**src/rtl/add_sub_pkg.sv**
```systemverilog
// Shared types and constants for the bit-serial adder/subtractor.
//   add_sub_state_e : control FSM state encoding (IDLE / RUN / DONE)
//   MODE_ADD/SUB    : encoding of the mode input
package add_sub_pkg;

    typedef enum logic [1:0] {
        S_IDLE = 2'd0,
        S_RUN  = 2'd1,
        S_DONE = 2'd2
    } add_sub_state_e;

    localparam logic MODE_ADD = 1'b0;
    localparam logic MODE_SUB = 1'b1;

endpackage

```
**src/rtl/full_add_sub_cell.sv**
```systemverilog
// Single-bit combinational full adder/subtractor cell.
//   a, b : operand bits
//   cin  : carry in (for subtract, the chain starts with cin=1)
//   sub  : 1 inverts b so the cell computes a + ~b + cin
//   s    : sum bit
//   cout : carry out (majority of a, effective b, cin)
module full_add_sub_cell (
    input  logic a,
    input  logic b,
    input  logic cin,
    input  logic sub,
    output logic s,
    output logic cout
);

    logic b_eff;

    assign b_eff = b ^ sub;
    assign s     = a ^ b_eff ^ cin;
    assign cout  = (a & b_eff) | (a & cin) | (b_eff & cin);

endmodule

```
**src/rtl/serial_add_sub.sv**
```systemverilog
// Bit-serial adder/subtractor: one result bit per clock, LSB first, through a
// single full add/sub cell with a registered carry.
//   clk, rst_n  : rising-edge clock, synchronous active-low reset
//   start       : request, taken only while ready=1
//   mode        : 0 = a+b, 1 = a-b (sampled with start)
//   a, b        : WIDTH-bit operands (sampled with start)
//   ready       : 1 in IDLE and DONE
//   busy        : 1 in RUN
//   done        : one-cycle pulse, result and flags valid
//   result      : sum/difference mod 2^WIDTH, held until the next completion
//   carry_out   : add: carry out of MSB; sub: borrow (a < b unsigned)
//   overflow    : signed two's-complement overflow
module serial_add_sub
    import add_sub_pkg::*;
#(
    parameter int unsigned WIDTH = 8
) (
    input  logic             clk,
    input  logic             rst_n,
    input  logic             start,
    input  logic             mode,
    input  logic [WIDTH-1:0] a,
    input  logic [WIDTH-1:0] b,
    output logic             ready,
    output logic             busy,
    output logic             done,
    output logic [WIDTH-1:0] result,
    output logic             carry_out,
    output logic             overflow
);

    localparam int unsigned CntW = (WIDTH > 1) ? $clog2(WIDTH) : 1;

    add_sub_state_e state_q, state_d;

    // Operands are shifted right each RUN edge so bit 0 is always the active bit.
    logic [WIDTH-1:0] a_q, b_q;
    logic             mode_q;
    logic             carry_q;
    logic [CntW-1:0]  cnt_q;
    logic [WIDTH-1:0] sr_q, sr_d;
    logic [WIDTH-1:0] result_q;
    logic             carry_out_q;
    logic             overflow_q;

    logic sum_bit;
    logic carry_nxt;
    logic accept;
    logic last_bit;

    full_add_sub_cell u_cell (
        .a    (a_q[0]),
        .b    (b_q[0]),
        .cin  (carry_q),
        .sub  (mode_q),
        .s    (sum_bit),
        .cout (carry_nxt)
    );

    assign accept   = start && ready;
    assign last_bit = (state_q == S_RUN) && (cnt_q == CntW'(WIDTH - 1));

    // FSM: state register
    always_ff @(posedge clk) begin
        if (!rst_n) begin
            state_q <= S_IDLE;
        end else begin
            state_q <= state_d;
        end
    end

    // FSM: next state
    always_comb begin
        state_d = state_q;
        unique case (state_q)
            S_IDLE:  if (start) state_d = S_RUN;
            S_RUN:   if (last_bit) state_d = S_DONE;
            S_DONE:  state_d = start ? S_RUN : S_IDLE;
            default: state_d = S_IDLE;
        endcase
    end

    // FSM: outputs, decoded from the state register only
    always_comb begin
        ready = 1'b0;
        busy  = 1'b0;
        done  = 1'b0;
        unique case (state_q)
            S_IDLE: ready = 1'b1;
            S_RUN:  busy  = 1'b1;
            S_DONE: begin
                ready = 1'b1;
                done  = 1'b1;
            end
            default: ready = 1'b0;
        endcase
    end

    // New sum bit enters at the MSB end; after WIDTH shifts bit 0 lands at index 0.
    always_comb begin
        sr_d            = sr_q >> 1;
        sr_d[WIDTH-1]   = sum_bit;
    end

    always_ff @(posedge clk) begin
        if (!rst_n) begin
            a_q         <= '0;
            b_q         <= '0;
            mode_q      <= 1'b0;
            carry_q     <= 1'b0;
            cnt_q       <= '0;
            sr_q        <= '0;
            result_q    <= '0;
            carry_out_q <= 1'b0;
            overflow_q  <= 1'b0;
        end else if (accept) begin
            a_q     <= a;
            b_q     <= b;
            mode_q  <= mode;
            carry_q <= mode;  // the +1 of two's-complement subtract
            cnt_q   <= '0;
        end else if (state_q == S_RUN) begin
            a_q     <= a_q >> 1;
            b_q     <= b_q >> 1;
            carry_q <= carry_nxt;
            cnt_q   <= cnt_q + CntW'(1);
            sr_q    <= sr_d;
            if (last_bit) begin
                // On the last edge the cell sees the operand MSBs.
                result_q    <= sr_d;
                carry_out_q <= (mode_q == MODE_SUB) ? ~carry_nxt : carry_nxt;
                overflow_q  <= (a_q[0] == (b_q[0] ^ mode_q)) && (sum_bit != a_q[0]);
            end
        end
    end

    assign result    = result_q;
    assign carry_out = carry_out_q;
    assign overflow  = overflow_q;

endmodule

```
**config.mk**
```make
export PLATFORM = sky130hd
export DESIGN_NAME = serial_add_sub
export DESIGN_NICKNAME = d
export VERILOG_FILES = /design/src/rtl/add_sub_pkg.sv /design/src/rtl/full_add_sub_cell.sv /design/src/rtl/serial_add_sub.sv
export SDC_FILE = /design/constraint.sdc
export NUM_CORES = 1
export LEC_CHECK = 0
export BUFFER_PORTS_ARGS = -buffer_cell sky130_fd_sc_hd__buf_2
export CORE_MARGIN = 3
export CORE_UTILIZATION = 35
export CTS_CLUSTER_DIAMETER = 100
export DETAILED_ROUTE_END_ITERATION = 6
export MAX_ROUTING_LAYER = met4
export SYNTH_ARGS = -nofsm -noshare
export SYNTH_HDL_FRONTEND = slang
export SYNTH_SLANG_ARGS = --single-unit
```
**constraint.sdc**
```tcl
create_clock -name clk -period 2.15 [get_ports clk]
set_clock_uncertainty 0.2 [all_clocks]
set_input_delay 0.3225 -clock clk [delete_from_list [all_inputs] [get_ports clk]]
set_output_delay 0.3225 -clock clk [all_outputs]
set_load 0.01 [all_outputs]
```
==> results.yml <==
floorplanning:
  core_area_um2: 4470
  initial_utilization_pct: 37.3
  ios: 33
  rows: 24
  die_x_um: 75.1
  dieHeight_um: 75.1
  dieArea_um2: 5630
clock_network:
  hold_buffers: 0
  cts_buffer_depth: 2
  cts_tree: "done"
  numCtsBuffers: 5
  post-cts-setup-buffer-count: 0
  insertion_delay_ps: 290
  htree_levels: 2
  cts_resized: 0
  cts-root-buf: "clkbuf_8"
  cts.clk_slew.worst_paths_ps: 80
  cts.sinks: 40
critical_path:
  cp_cell_sequence: "xor2_1 -> inv_1 -> fa_1 -> xor2_1 -> o41ai_1"
  critPathBufInv: 1
  cp.arrival_ps: 1850
  startpoint_type: "flip-flop"
  reg2regPathDepth: 5
  end_kind: "flip-flop"
  cp_max_fo: 3
  path_delay_family: "adder cells"
  rrSetupSlack_ps: 290
  cp.required_ps: 2140
  crit_type: "reg -> reg"
  timing.rr.start: "mode_q"
  r2r_end: "overflow"
  cp_slowest_cell: "fa_1"
  cpPeakStageDelay_ps: 500
  worst_path_most_repeated_cell: "xor2_1"
  cp_num_cells: 5
sta:
  finalWorstSetupSlack_ps: 287
  rsz0062_at_grt: "no"
  fin_tns_setup_ps: 0
  setup_viol: 0
  fin_crit_sh_pct: 86.6
  drv_slew: 0
  finalHoldViolCount: 0
  holdWs_ps: 65.0
  slew_headroom_pct: 69.9
  fmax_ghz: 0.537
  period_needed_ps: 1860
  worstMarginPinSlew_ps: 450
placement:
  placed_area_um2: 1800
  place_inst: 266
  place_ws_ps: 287
  hpwl_mm: 2.24
  gp_congestion: 0.735
  port_buffers: 32
routing:
  remaining_drc_errors: 0
  routed_wl_mm: 3.49
  wl_per_cell_um: 12.7
  vias: 1346
  drtIter0Drc: 161
  dr.pass1.iters: 4
  vias_per_cell: 4.91
  ant_nets: 0
layout:
  finalNetCount: 245
  final_area_um2: 1900
  area_growth_pct: 14.0
  final_cell_mix: "nand2_1, dfxtp_1, buf_2, a21oi_1, nor3_1"
  diodes: 0
  postLayoutCoreUtil_pct: 42.5
  multi_input_area_um2: 717
  nFillCells: 457
  drive_gt1_share_pct: 21.2
  final_cells: 274
  final_common_cell: "nand2_1"
  regArea_um2: 801
pwr:
  power_mw: 1.57
  ir_drop_mv: 0.375
  leakage_nw: 0.766
  power.density_nw_per_um2: 825
synth:
  avgSynthCellArea_um2: 8.60
  synth_seq_area_share_pct: 48.0
  yosys_warnings: 0
  synth_seq_cells: 40
  syn_inst: 194
  synth_nets: 218
  netlist_area_um2: 1670
  ys_types: 32
global_routing:
  antenna_found_initial: 0
  grt_remaining_overflow: 0
  track_usage_pct: 13.7
  grt_max_degree: 28
  grt_pass1_wl_mm: 5.60
  grt_pass1_vias: 1226
worst_hold_path:
  min_path_cells: 3
  hold_path.class: "in -> reg"
  min_to: "a_q[7]"
  min-delay-start: "a[7]"
run:
  cap_violations: 0
outcome:
  status: "finished clean"
worst max path at each step:
stage	start	end	slack [ps]
5_1_grt	mode_q	overflow	180
3_3_place_gp	mode_q	overflow	370
4_1_cts	mode_q	overflow	260
2_1_floorplan	mode_q	overflow	410
6_report	mode_q	overflow	290
3_5_place_dp	mode_q	overflow	290
per-layer routing:
metal  GRT usage (%)  up-vias  wire length [µm]
li1                -      704                 -
met4            4.74        0                35
met1            17.2      607              1610
met5               -        -                 0
met3            4.54        2               176
met2            20.5       33              1670
layout make-up:
type                            count  share of cell area (%)
Sequential cell                    40                    42.1
Multi-Input combinational cell    133                    37.7
Timing Repair Buffer               35                    9.60
Clock buffer                        6                    3.81
Tap cell                           52                    3.42
Clock inverter                      2                    1.84
Inverter                            6                    1.58
kinds of logic (layout without fill, tap and decap cells):
logic type	Yosys count	after routing	synth area share (%)
XOR/XNOR	4	4	2.10
flip-flops	40	40	48.0
adder cells (fa/ha/maj)	4	4	3.45
buffers and inverters	21	49	9.07
AO/OA/AOI/OAI	46	46	16.4
AND/OR/NAND/NOR	78	78	20.1
multiplexers	1	1	0.899
power breakdown:
group	leakage (nW)	internal, mW	total [mW]	switching (mW)
logic	0.384	0.0734	0.181	0.108
registers	0.327	0.776	0.798	0.0216
clock network	0.0552	0.344	0.591	0.247
cell usage after synthesis:
master / count / area share [%]
nor2_2: 1 / 0.38
buf_8: 1 / 0.90
o22ai_2: 1 / 0.75
buf_4: 5 / 2.2
a22oi_1: 2 / 0.90
nand2_1: 52 / 12
and2b_1: 2 / 0.90
inv_1: 5 / 1.1
mux2_4: 1 / 0.90
nor3_1: 12 / 3.6
a21oi_1: 21 / 6.3
and3b_1: 1 / 0.52
o41ai_1: 1 / 0.52
ha_1: 3 / 2.2
a31oi_1: 6 / 2.2
inv_8: 1 / 0.67
fa_1: 1 / 1.2
a211oi_1: 1 / 0.45
xnor2_1: 2 / 1.0
buf_2: 4 / 1.2
nand3b_1: 1 / 0.45
o21a_1: 1 / 0.45
nor2_1: 4 / 0.90
o21ai_0: 6 / 1.8
nand3_1: 3 / 0.90
clkbuf_1: 1 / 0.22
nand2b_1: 2 / 0.75
xor2_1: 2 / 1.0
o22ai_1: 6 / 2.2
dfxtp_1: 40 / 48
a211oi_2: 1 / 0.75
buf_6: 4 / 2.7
sequential cells by signal (all words and copies together), names as in the netlist:
register / cells
result: 8
carry_out: 1
b_q: 8
a_q: 8
cnt_q: 3
sr_q: 7
mode_q: 1
overflow: 1
carry_q: 1
state_q: 2
worst register-to-register path: cells and delay by family (launching register included):
family / cells / cell delay [ps]
fa+ha+maj: 1 / 500
compound gates: 1 / 220
buf+inv: 1 / 80
flops: 1 / 380
xor+xnor: 2 / 390
Note: power is estimated with default switching activity, not from simulation.
